### src/rtl/serial_subtractor.sv
// Bit-serial subtractor: computes a - b - borrow_in one bit per clock, LSB first,
// through an IDLE/SHIFT/DONE sequencer with registered status and result outputs.

module serial_subtractor #(
    parameter int WIDTH = 8
) (
    input  logic             clk,
    input  logic             rst_n,
    input  logic             start,
    input  logic [WIDTH-1:0] a,
    input  logic [WIDTH-1:0] b,
    input  logic             borrow_in,
    output logic             busy,
    output logic             done,
    output logic [WIDTH-1:0] diff,
    output logic             borrow_out
);

    localparam int CNT_W = (WIDTH > 1) ? $clog2(WIDTH) : 1;
    localparam logic [CNT_W-1:0] LAST_BIT = CNT_W'(WIDTH - 1);

    typedef enum logic [1:0] {
        S_IDLE  = 2'd0,
        S_SHIFT = 2'd1,
        S_DONE  = 2'd2
    } state_t;

    state_t           r_state;
    logic [WIDTH-1:0] r_a;
    logic [WIDTH-1:0] r_b;
    logic [WIDTH-1:0] r_res;
    logic             r_bw;
    logic [CNT_W-1:0] r_cnt;

    logic             w_a0;
    logic             w_b0;
    logic             w_d;
    logic             w_bw_next;
    logic [WIDTH-1:0] w_res_next;

    // Full subtractor on the current LSBs; the result fills from the MSB side so
    // that after WIDTH shifts bit 0 of the operands lands in bit 0 of the result.
    assign w_a0       = r_a[0];
    assign w_b0       = r_b[0];
    assign w_d        = w_a0 ^ w_b0 ^ r_bw;
    assign w_bw_next  = (~w_a0 & w_b0) | (~(w_a0 ^ w_b0) & r_bw);
    assign w_res_next = {w_d, r_res[WIDTH-1:1]};

    // NOTE: every register in this block uses non-blocking assignment so all of
    // them update together from pre-edge values, matching real flip-flops.
    always_ff @(posedge clk or negedge rst_n) begin
        if (!rst_n) begin
            r_state    <= S_IDLE;
            r_a        <= '0;
            r_b        <= '0;
            r_res      <= '0;
            r_bw       <= 1'b0;
            r_cnt      <= '0;
            busy       <= 1'b0;
            done       <= 1'b0;
            diff       <= '0;
            borrow_out <= 1'b0;
        end else begin
            case (r_state)
                S_IDLE: begin
                    done <= 1'b0;
                    if (start) begin
                        r_a     <= a;
                        r_b     <= b;
                        r_res   <= '0;
                        r_bw    <= borrow_in;
                        r_cnt   <= '0;
                        busy    <= 1'b1;
                        r_state <= S_SHIFT;
                    end
                end

                S_SHIFT: begin
                    r_a   <= r_a >> 1;
                    r_b   <= r_b >> 1;
                    r_res <= w_res_next;
                    r_bw  <= w_bw_next;
                    r_cnt <= r_cnt + 1'b1;
                    if (r_cnt == LAST_BIT) begin
                        diff       <= w_res_next;
                        borrow_out <= w_bw_next;
                        busy       <= 1'b0;
                        done       <= 1'b1;
                        r_state    <= S_DONE;
                    end
                end

                S_DONE: begin
                    done    <= 1'b0;
                    r_state <= S_IDLE;
                end

                default: begin
                    busy    <= 1'b0;
                    done    <= 1'b0;
                    r_state <= S_IDLE;
                end
            endcase
        end
    end

endmodule

### config.mk
export PLATFORM = sky130hd
export DESIGN_NAME = serial_subtractor
export DESIGN_NICKNAME = d
export VERILOG_FILES = /design/src/rtl/serial_subtractor.sv
export SDC_FILE = /design/constraint.sdc
export NUM_CORES = 1
export LEC_CHECK = 0
export CORE_MARGIN = 2
export CORE_UTILIZATION = 40
export CTS_CLUSTER_DIAMETER = 80
export CTS_CLUSTER_SIZE = 8
export DETAILED_ROUTE_END_ITERATION = 16
export MAX_ROUTING_LAYER = met4
export PLACE_DENSITY = 0.72
export SLEW_MARGIN = 5
export SYNTH_ARGS = -nofsm -noshare
export SYNTH_HDL_FRONTEND = slang
export SYNTH_SLANG_ARGS = --single-unit
### constraint.sdc
create_clock -name clk -period 1.45 [get_ports clk]
set_input_delay 0.145 -clock clk [delete_from_list [all_inputs] [get_ports clk]]
set_output_delay 0.145 -clock clk [all_outputs]
set_load 0.02 [all_outputs]
==> results of run 1 <==
power breakdown:
part	switching, mW	internal [mW]
Clock	0.413	0.509
Sequential	0.389	1.61
Combinational	0.935	1.01
timing repair:
item | in CTS | in global routing
endpoints found under the hold margin | 40 | 0
endpoints found under the setup margin | 8 | 14
hold buffers | 1 | 0
gates resized for setup | 3 | 9
state kept, by name (all words and copies together) (netlist names):
register    flops
borrow_out      1
busy            1
diff            8
done            1
r_a             8
r_b             8
r_bw            1
r_cnt           3
r_res           7
r_state         2
area by class of cell:
class / instances / share of cell area
clock buffers: 5 / 0.0301
clock inverters: 3 / 0.0186
inverters: 6 / 0.00984
multi-input cells: 91 / 0.283
flip-flops and latches: 40 / 0.437
well taps: 50 / 0.0273
repair buffers: 44 / 0.194
metal layers:
layer  up-vias  share of wire  GRT usage
li1        632              -          -
met1       692           0.44      0.247
met2        34           0.49      0.283
met3         7          0.045     0.0451
met4         0          0.021     0.0784
met5         -              0          -
synthesized netlist by cell type:
master / instances / area (um^2)
dfrtp_1: 40 / 1000
o21bai_1: 1 / 7.51
nand3b_1: 1 / 7.51
nor2b_1: 2 / 12.5
nand2_1: 6 / 22.5
a22o_1: 10 / 87.6
clkbuf_1: 1 / 3.75
or4b_4: 1 / 13.8
nand2b_1: 2 / 12.5
buf_6: 1 / 11.3
o21ai_2: 1 / 8.76
buf_4: 2 / 15.0
o21ai_0: 7 / 35.0
o22ai_1: 26 / 163
mux2_2: 8 / 90.1
a221oi_1: 1 / 8.76
ha_1: 2 / 25.0
inv_1: 6 / 22.5
nor2_2: 1 / 6.26
buf_2: 6 / 30.0
a21oi_1: 15 / 75.1
fa_1: 1 / 20.0
nor2_1: 6 / 22.5
clkbuf_2: 1 / 5.00
cell usage in the layout (no fill, tap or decap):
master and n:
dfrtp_1 40, o22ai_1 26, clkdlybuf4s50_1 23, a21oi_1 15
buf_4 11, a22o_1 10, o21ai_0 7, inv_1 6
nor2_1 6, nand2_1 6, dlymetal6s2s_1 6, clkbuf_8 5
mux2_2 4, mux2_4 4, nor2b_1 2, nand2b_1 2
buf_12 2, nand3b_1 1, nor2_2 1, o21bai_1 1
a221oi_1 1, or4b_4 1, o21ai_2 1, fa_1 1
ha_2 1, ha_4 1, clkinvlp_4 1, bufinv_16 1
clkinv_2 1, dlygate4sd3_1 1, buf_2 1
through the flow:
step | hold WS [ps] | setup slack [ps] | util | total power [mW] | instances
5_1_grt | 425 | -77.7 | 0.564 | 5.21 | 239
6_report | 391 | -26.8 | 0.564 | 4.86 | 239
3_3_place_gp | 214 | 20.2 | 0.524 | 3.78 | 230
3_5_place_dp | 231 | -32.9 | 0.524 | 3.90 | 230
2_1_floorplan | -151 | 5.73 | - | 3.12 | 148
4_1_cts | 381 | -25.2 | 0.558 | 4.87 | 239
worst max-delay path: stages (launching register included):
cell and delay, ps:
dfrtp_1 400, ha_2 200, ha_4 150, nand3b_1 120, buf_12 150, mux2_2 330
worst paths after layout:
path / start / to / slack (ps)
min reg2reg: borrow_out$_DFFE_PN0P_ / borrow_out$_DFFE_PN0P_ / 490
min: b[7] / r_b[7]$_DFFE_PN0P_ / 390
max in group asynchronous: rst_n / diff[4]$_DFFE_PN0P_ / 680
max reg2reg: r_cnt[0]$_DFFE_PN0P_ / diff[7]$_DFFE_PN0P_ / -30
max: r_cnt[0]$_DFFE_PN0P_ / diff[7]$_DFFE_PN0P_ / -30
min in group asynchronous: rst_n / r_b[5]$_DFFE_PN0P_ / 420
cells by family after synthesis:
group / Yosys count
simple gates: 19
flops: 40
mux: 8
buf+inv: 17
fa+ha+maj: 3
compound gates: 61
==> out/results.tsv, run 1 <==
metric	value	unit
tns	-103	ps
clkLatencyLatePin	310	ps
synth_fa_ha_area_frac	0.0264	
final_cell_area	2290	um^2
holdPathStages	3	
syn_nets	171	
clock_path_buffers	2	
drv_slew	0	
htree_levels	2	
layout.nets	211	
rsz0062_at_grt	true	
cp_max_fo	11	
drive_above_1_share	0.185	
yosysSeqAreaShare	0.587	
ant_nets	0	
worst_setup_path_start_kind	flip-flop	
io_buffer_count	30	
firstDrtPassIters	4	
setup_viol	5	
setup_ws	-26.8	ps
clock_skew	8.06	ps
pin_count	31	
grt_max_degree	41	
postCtsSetupBuffers	0	
avgSynthCellArea	11.5	um^2
vias	1365	
multi_input_area	648	um^2
synth_xor_area_frac	0	
cts_root_buffer	clkbuf_8	
regArea	1000	um^2
avgViaCountPerCell	5.71	
min_period	1480	ps
violations	negative setup slack	
ir_worst_vdd	0.757	mV
power_leakage	1.09	nW
ys_ff_latch	40	
placed_area	2120	um^2
grt_util_all_layers	0.189	
cts_buffers	5	
power_density	2120	nW/um^2
overflow	0	
r2r_cells	5	
criticalPathCategory	reg -> reg	
synth_compound_area_frac	0.226	
maxCapViolCount	0	
hp-class	in -> reg	
cp.required	1640	ps
relSlewSlack	0.668	
routed_wl	3890	um
dp_hpwl	2560	um
grt_pass1_vias	1357	
fin_crit_sh	1.02	
grt_pass1_wl	6890	um
drcViolationCount	0	
gp_congestion	0.733	
dieHeight	69.3	um
finalHoldViolations	0	
syn_inst	148	
clk_pin_slew	80	ps
post_drt_wl_per_cell	16.3	um
cts_tree	built	
yosys.cell_types.count	24	
netlist_area	1710	um^2
synthMuxAreaShare	0.0528	
worstPathArrival	1670	ps
antenna_found_initial	0	
tightest_slew	498	ps
n_fill_cell	348	
row_count	23	
status	finished with violations	
initialDrtViolationCount	99	
fmax	0.677	GHz
synth_top_family_by_area	compound AO/OA/AOI/OAI gates	
area_delta_synth_final	34.1	%
yosysWarnings	0	
dieArea	4810	um^2
synth-simple-area-share	0.0572	
clock-sinks	40	
fp.dieW	69.3	um
start_util	0.421	
core-area	4060	um^2
antennaDiodeCount	0	
end_kind	flip-flop	
(Power assumes the default switching activity.)
==> inputs of run 2 (changes only) <==
--- a/config.mk
+++ b/config.mk
@@ -6,5 +6,5 @@
 export NUM_CORES = 1
 export LEC_CHECK = 0
-export CORE_MARGIN = 2
+export CORE_MARGIN = 1.5
 export CORE_UTILIZATION = 40
 export CTS_CLUSTER_DIAMETER = 80
@@ -17,2 +17,3 @@
 export SYNTH_HDL_FRONTEND = slang
 export SYNTH_SLANG_ARGS = --single-unit
+export TNS_END_PERCENT = 5
==> constraint.sdc (replaced) <==
create_clock -name clk -period 1.45 [get_ports clk]
set_input_delay 0.145 -clock clk [delete_from_list [all_inputs] [get_ports clk]]
set_output_delay 0.145 -clock clk [all_outputs]
set_load 0.005 [all_outputs]
==> run 2 against run 1 <==
Die area decreased by 2.9%. The flow still finishes with violations (negative setup slack). Wire length is 7.4% higher. Design area down 0.87%. Maximum frequency hardly changed.
==> out/results.tsv, run 2 (same netlist as run 1, synthesis figures left out) <==
metric	value	unit
fin_crit_sh	1.02	
firstDrtPassIters	4	
antenna_found_initial	0	
postCtsSetupBuffers	0	
clock_path_buffers	2	
vias	1349	
antennaDiodeCount	0	
rr_endpoint	diff[0]$_DFFE_PN0P_	
dieArea	4670	um^2
maxCapViolCount	0	
row_count	23	
final_common_cell	dfrtp_1	
area_delta_synth_final	32.9	%
clock-sinks	40	
n_fill_cell	348	
power_density	2060	nW/um^2
worst_setup_path_start_kind	flip-flop	
grt_util_all_layers	0.221	
routed_wl	4180	um
finalHoldViolations	0	
rsz0062_at_grt	true	
ant_nets	0	
hp-start	b[7]	
tightest_slew	508	ps
violations	negative setup slack	
min_period	1480	ps
layout_common_cells	dfrtp_1, clkdlybuf4s50_1, o22ai_1	
cp_max_fo	6	
total_power	4.67	mW
r2r-start	r_cnt[1]$_DFFE_PN0P_	
post_drt_wl_per_cell	17.6	um
core-area	4060	um^2
clk_pin_slew	70	ps
relSlewSlack	0.661	
setup_viol	6	
cts_buffers	5	
tns	-110	ps
dpl_worst_slack	-30.9	ps
setup_ws	-25.9	ps
start_util	0.421	
dieHeight	68.3	um
whs_endpoint	r_b[7]$_DFFE_PN0P_	
hp-class	in -> reg	
cts_root_buffer	clkbuf_8	
rrSetupSlack	-30	ps
gp_congestion	0.772	
multi_input_area	671	um^2
drcViolationCount	0	
pin_count	31	
holdPathStages	3	
criticalPathCategory	reg -> reg	
path_buf_inv	1	
grt_max_degree	41	
critPathMaxStageDelay	400	ps
reg_top3	diff (8), r_a (8), r_b (8)	
avgViaCountPerCell	5.69	
cp.required	1630	ps
initialDrtViolationCount	134	
clkLatencyLatePin	290	ps
overflow	0	
worstPathArrival	1650	ps
grt_pass1_vias	1412	
fp.dieW	68.3	um
clock_skew	5.39	ps
cp_top_family	flip-flops	
cp_slowest_cell	dfrtp_1	
cts_tree	built	
status	finished with violations	
dp_hpwl	2690	um
htree_levels	2	
ir_worst_vdd	0.729	mV
layout.nets	210	
fmax	0.678	GHz
end_kind	flip-flop	
grt_pass1_wl	7130	um
drv_slew	0	
regArea	1000	um^2
power_leakage	1.01	nW
r2r_cells	5	
cp_cell_sequence	ha_2, ha_4, nand3b_1, buf_6, mux2_4	
drive_above_1_share	0.182	
io_buffer_count	30	
==> run 2: cell count changes in the layout (fill, tap and decap cells not counted), moves of 2 or more <==
cell,change
clkdlybuf4s50_1,+6
buf_6,+2
mux2_4,+4
dlymetal6s2s_1,-6
buf_4,-2
clkbuf_8,+2
mux2_2,-4
==> run 2: worst reg2reg max path, stage by stage (launching register included) <==
cell	delay, ps
dfrtp_1	400
ha_2	200
ha_4	160
nand3b_1	130
buf_6	170
mux2_4	310
==> run 2: layout make-up <==
cell class | instances | area share
Timing Repair Buffer | 43 | 0.183
Inverter | 6 | 0.00993
Clock buffer | 7 | 0.0425
Tap cell | 50 | 0.0276
Multi-Input combinational cell | 91 | 0.296
Sequential cell | 40 | 0.441
==> run 2: stage by stage <==
step                      instances  hold slack, ps  utilization  area [um^2]
after global routing            237             428        0.559         2270
final                           237             420        0.559         2270
after floorplan                 148            -151            -         1720
after global placement          229             214        0.519         2100
after detailed placement        229             236        0.519         2100
after CTS                       237             418        0.557         2260
==> run 2: timing repair <==
| item | in CTS | in global routing |
|---|---|---|
| pin swaps | 1 | 1 |
| hold buffers | 1 | 0 |
| hold endpoints to repair | 40 | 0 |
| resized for setup | 12 | 2 |
| gates cloned | 0 | 0 |
| setup endpoints to repair | 8 | 27 |
==> run 2: how the worst max path moves through the flow <==
stage,slack (ps),start,depth (start not counted),end
global placement,30,r_cnt[0]$_DFFE_PN0P_,5,diff[5]$_DFFE_PN0P_
global route,-70,r_cnt[1]$_DFFE_PN0P_,5,diff[0]$_DFFE_PN0P_
finish,-30,r_cnt[1]$_DFFE_PN0P_,5,diff[0]$_DFFE_PN0P_
detailed placement,-30,r_cnt[1]$_DFFE_PN0P_,5,diff[2]$_DFFE_PN0P_
CTS,-30,r_cnt[1]$_DFFE_PN0P_,5,diff[2]$_DFFE_PN0P_
floorplan,6,r_cnt[0]$_DFFE_PN0P_,5,diff[1]$_DFFE_PN0P_
==> run 2: per-layer routing <==
| metal | global-route usage | vias up | share of wire |
|---|---|---|---|
| li1 | - | 627 | - |
| met1 | 0.277 | 680 | 0.44 |
| met2 | 0.333 | 36 | 0.50 |
| met3 | 0.0526 | 6 | 0.036 |
| met4 | 0.113 | 0 | 0.023 |
| met5 | - | - | 0 |
==> run 2: power by group <==
group	switching, mW	internal, mW
combinational	0.825	1.04
sequential	0.402	1.61
clock	0.373	0.424
total	1.60	3.07
==> inputs of run 3 (changes only) <==
clock period = 1.4 ns   (was 1.45 ns; I/O delays follow)
==> run 3 against run 2 <==
The run still ends with negative setup slack left. Non-clock buffer count increased by 5. Critical path depth did not move. Wire length shrank 7.0%. Total power shrank 0.21%. Sequential share of layout area increased by 0.39 points. Clock power is 2.8% lower. Core utilization shrank 0.49 points. Register-to-register slack worse by 40 ps. Via count down 1.4%. Die area unchanged.
==> out/results.tsv, run 3 (same netlist as run 1, synthesis figures left out) <==
metric	value	unit
postCtsSetupBuffers	0	
io_buffer_count	30	
placed_area	2140	um^2
layout.nets	215	
antenna_found_initial	0	
tightest_slew	498	ps
worst_setup_path_start_kind	flip-flop	
total_power	4.66	mW
avgViaCountPerCell	5.47	
maxUsedRoutingLayer	met4	
ant_nets	0	
n_fill_cell	349	
rsz0062_at_grt	true	
drv_slew	0	
r2r_cells	5	
final_common_cell	dfrtp_1	
status	finished with violations	
end_kind	flip-flop	
htree_levels	2	
post_drt_wl_per_cell	16.0	um
dpl_worst_slack	-60.7	ps
instances_no_fill	243	
vias	1330	
fmax	0.681	GHz
firstDrtPassIters	4	
area_delta_synth_final	31.7	%
drcViolationCount	0	
final_core_util	0.554	
setup_ws	-68.5	ps
start_util	0.421	
regArea	1000	um^2
whs	435	ps
wl_met2	1810	um
relSlewSlack	0.668	
maxCapViolCount	0	
antennaDiodeCount	0	
initialDrtViolationCount	61	
clock-sinks	40	
drive_above_1_share	0.202	
core-area	4060	um^2
power_leakage	0.999	nW
layout_common_cells	dfrtp_1, clkdlybuf4s50_1, o22ai_1	
final_cell_area	2250	um^2
criticalPathCategory	reg -> reg	
grt_util_all_layers	0.193	
dieHeight	68.3	um
dieArea	4670	um^2
rrSetupSlack	-70	ps
pin_count	31	
violations	negative setup slack	
reg_top3	diff (8), r_a (8), r_b (8)	
dr_wl_met3	211	um
cts_buffers	5	
setup_viol	8	
ir_worst_vdd	1.18	mV
cp_max_fo	9	
grt_max_degree	41	
clock_skew	10.9	ps
place_inst	234	
clk_pin_slew	80	ps
hp-class	in -> async	
power_density	2070	nW/um^2
clkLatencyLatePin	290	ps
overflow	0	
grt_pass1_wl	6270	um
row_count	23	
cts_tree	built	
grt_pass1_vias	1389	
min_period	1470	ps
routed_wl	3880	um
finalHoldViolations	0	
tns	-477	ps
fin_crit_sh	1.05	
worstPathArrival	1640	ps
cp.required	1570	ps
gp_congestion	0.843	
clock_path_buffers	2	
fp.dieW	68.3	um
dp_hpwl	2690	um
wl_met1	1800	um
multi_input_area	633	um^2
cts_root_buffer	clkbuf_8	
==> run 3: cell types whose count changed in the layout (fill, tap and decap cells not counted), moves of 2 or more <==
cell,delta
buf_4,+7
mux2_4,-8
mux2_2,+8
clkinv_2,+2
==> run 3: worst paths after layout <==
| check | from | endpoint |
|---|---|---|
| max | r_cnt[0]$_DFFE_PN0P_ | diff[3]$_DFFE_PN0P_ |
| min | rst_n | r_a[3]$_DFFE_PN0P_ |
| max reg2reg | r_cnt[0]$_DFFE_PN0P_ | diff[3]$_DFFE_PN0P_ |
| min reg2reg | borrow_out$_DFFE_PN0P_ | borrow_out$_DFFE_PN0P_ |
| max in group asynchronous | rst_n | r_res[1]$_DFFE_PN0P_ |
| min in group clk | b[7] | r_b[7]$_DFFE_PN0P_ |
==> run 3: power by group <==
part | internal [mW] | switching, mW | leakage, nW
clock network | 0.393 | 0.382 | 0.0510
logic | 1.02 | 0.800 | 0.457
registers | 1.66 | 0.399 | 0.491
==> run 3: area by class of cell <==
| cell class | instances | share of cell area |
|---|---|---|
| flip-flops and latches | 40 | 0.445 |
| well taps | 50 | 0.0278 |
| clock buffers | 6 | 0.0367 |
| multi-input cells | 91 | 0.282 |
| clock inverters | 2 | 0.00445 |
| inverters | 6 | 0.0100 |
| repair buffers | 48 | 0.194 |
==> run 3: worst max-delay path: stages, from the launching register on <==
cell and delay (ps):
dfrtp_1 410, ha_2 200, ha_4 160, nand3b_1 90
buf_6 150, mux2_2 340
==> run 3: repair_timing <==
item / in CTS / in global routing
pin swaps: 0 / 0
hold buffers: 1 / 0
setup endpoints to repair: 8 / 9
hold endpoints to repair: 40 / 0
gates resized for setup: 1 / 1
==> run 3: per-layer routing <==
metal | global-route usage | vias up
met2 | 0.314 | 35
met1 | 0.222 | 653
met3 | 0.0592 | 5
li1 | - | 637
met5 | - | -
met4 | 0.0750 | 0
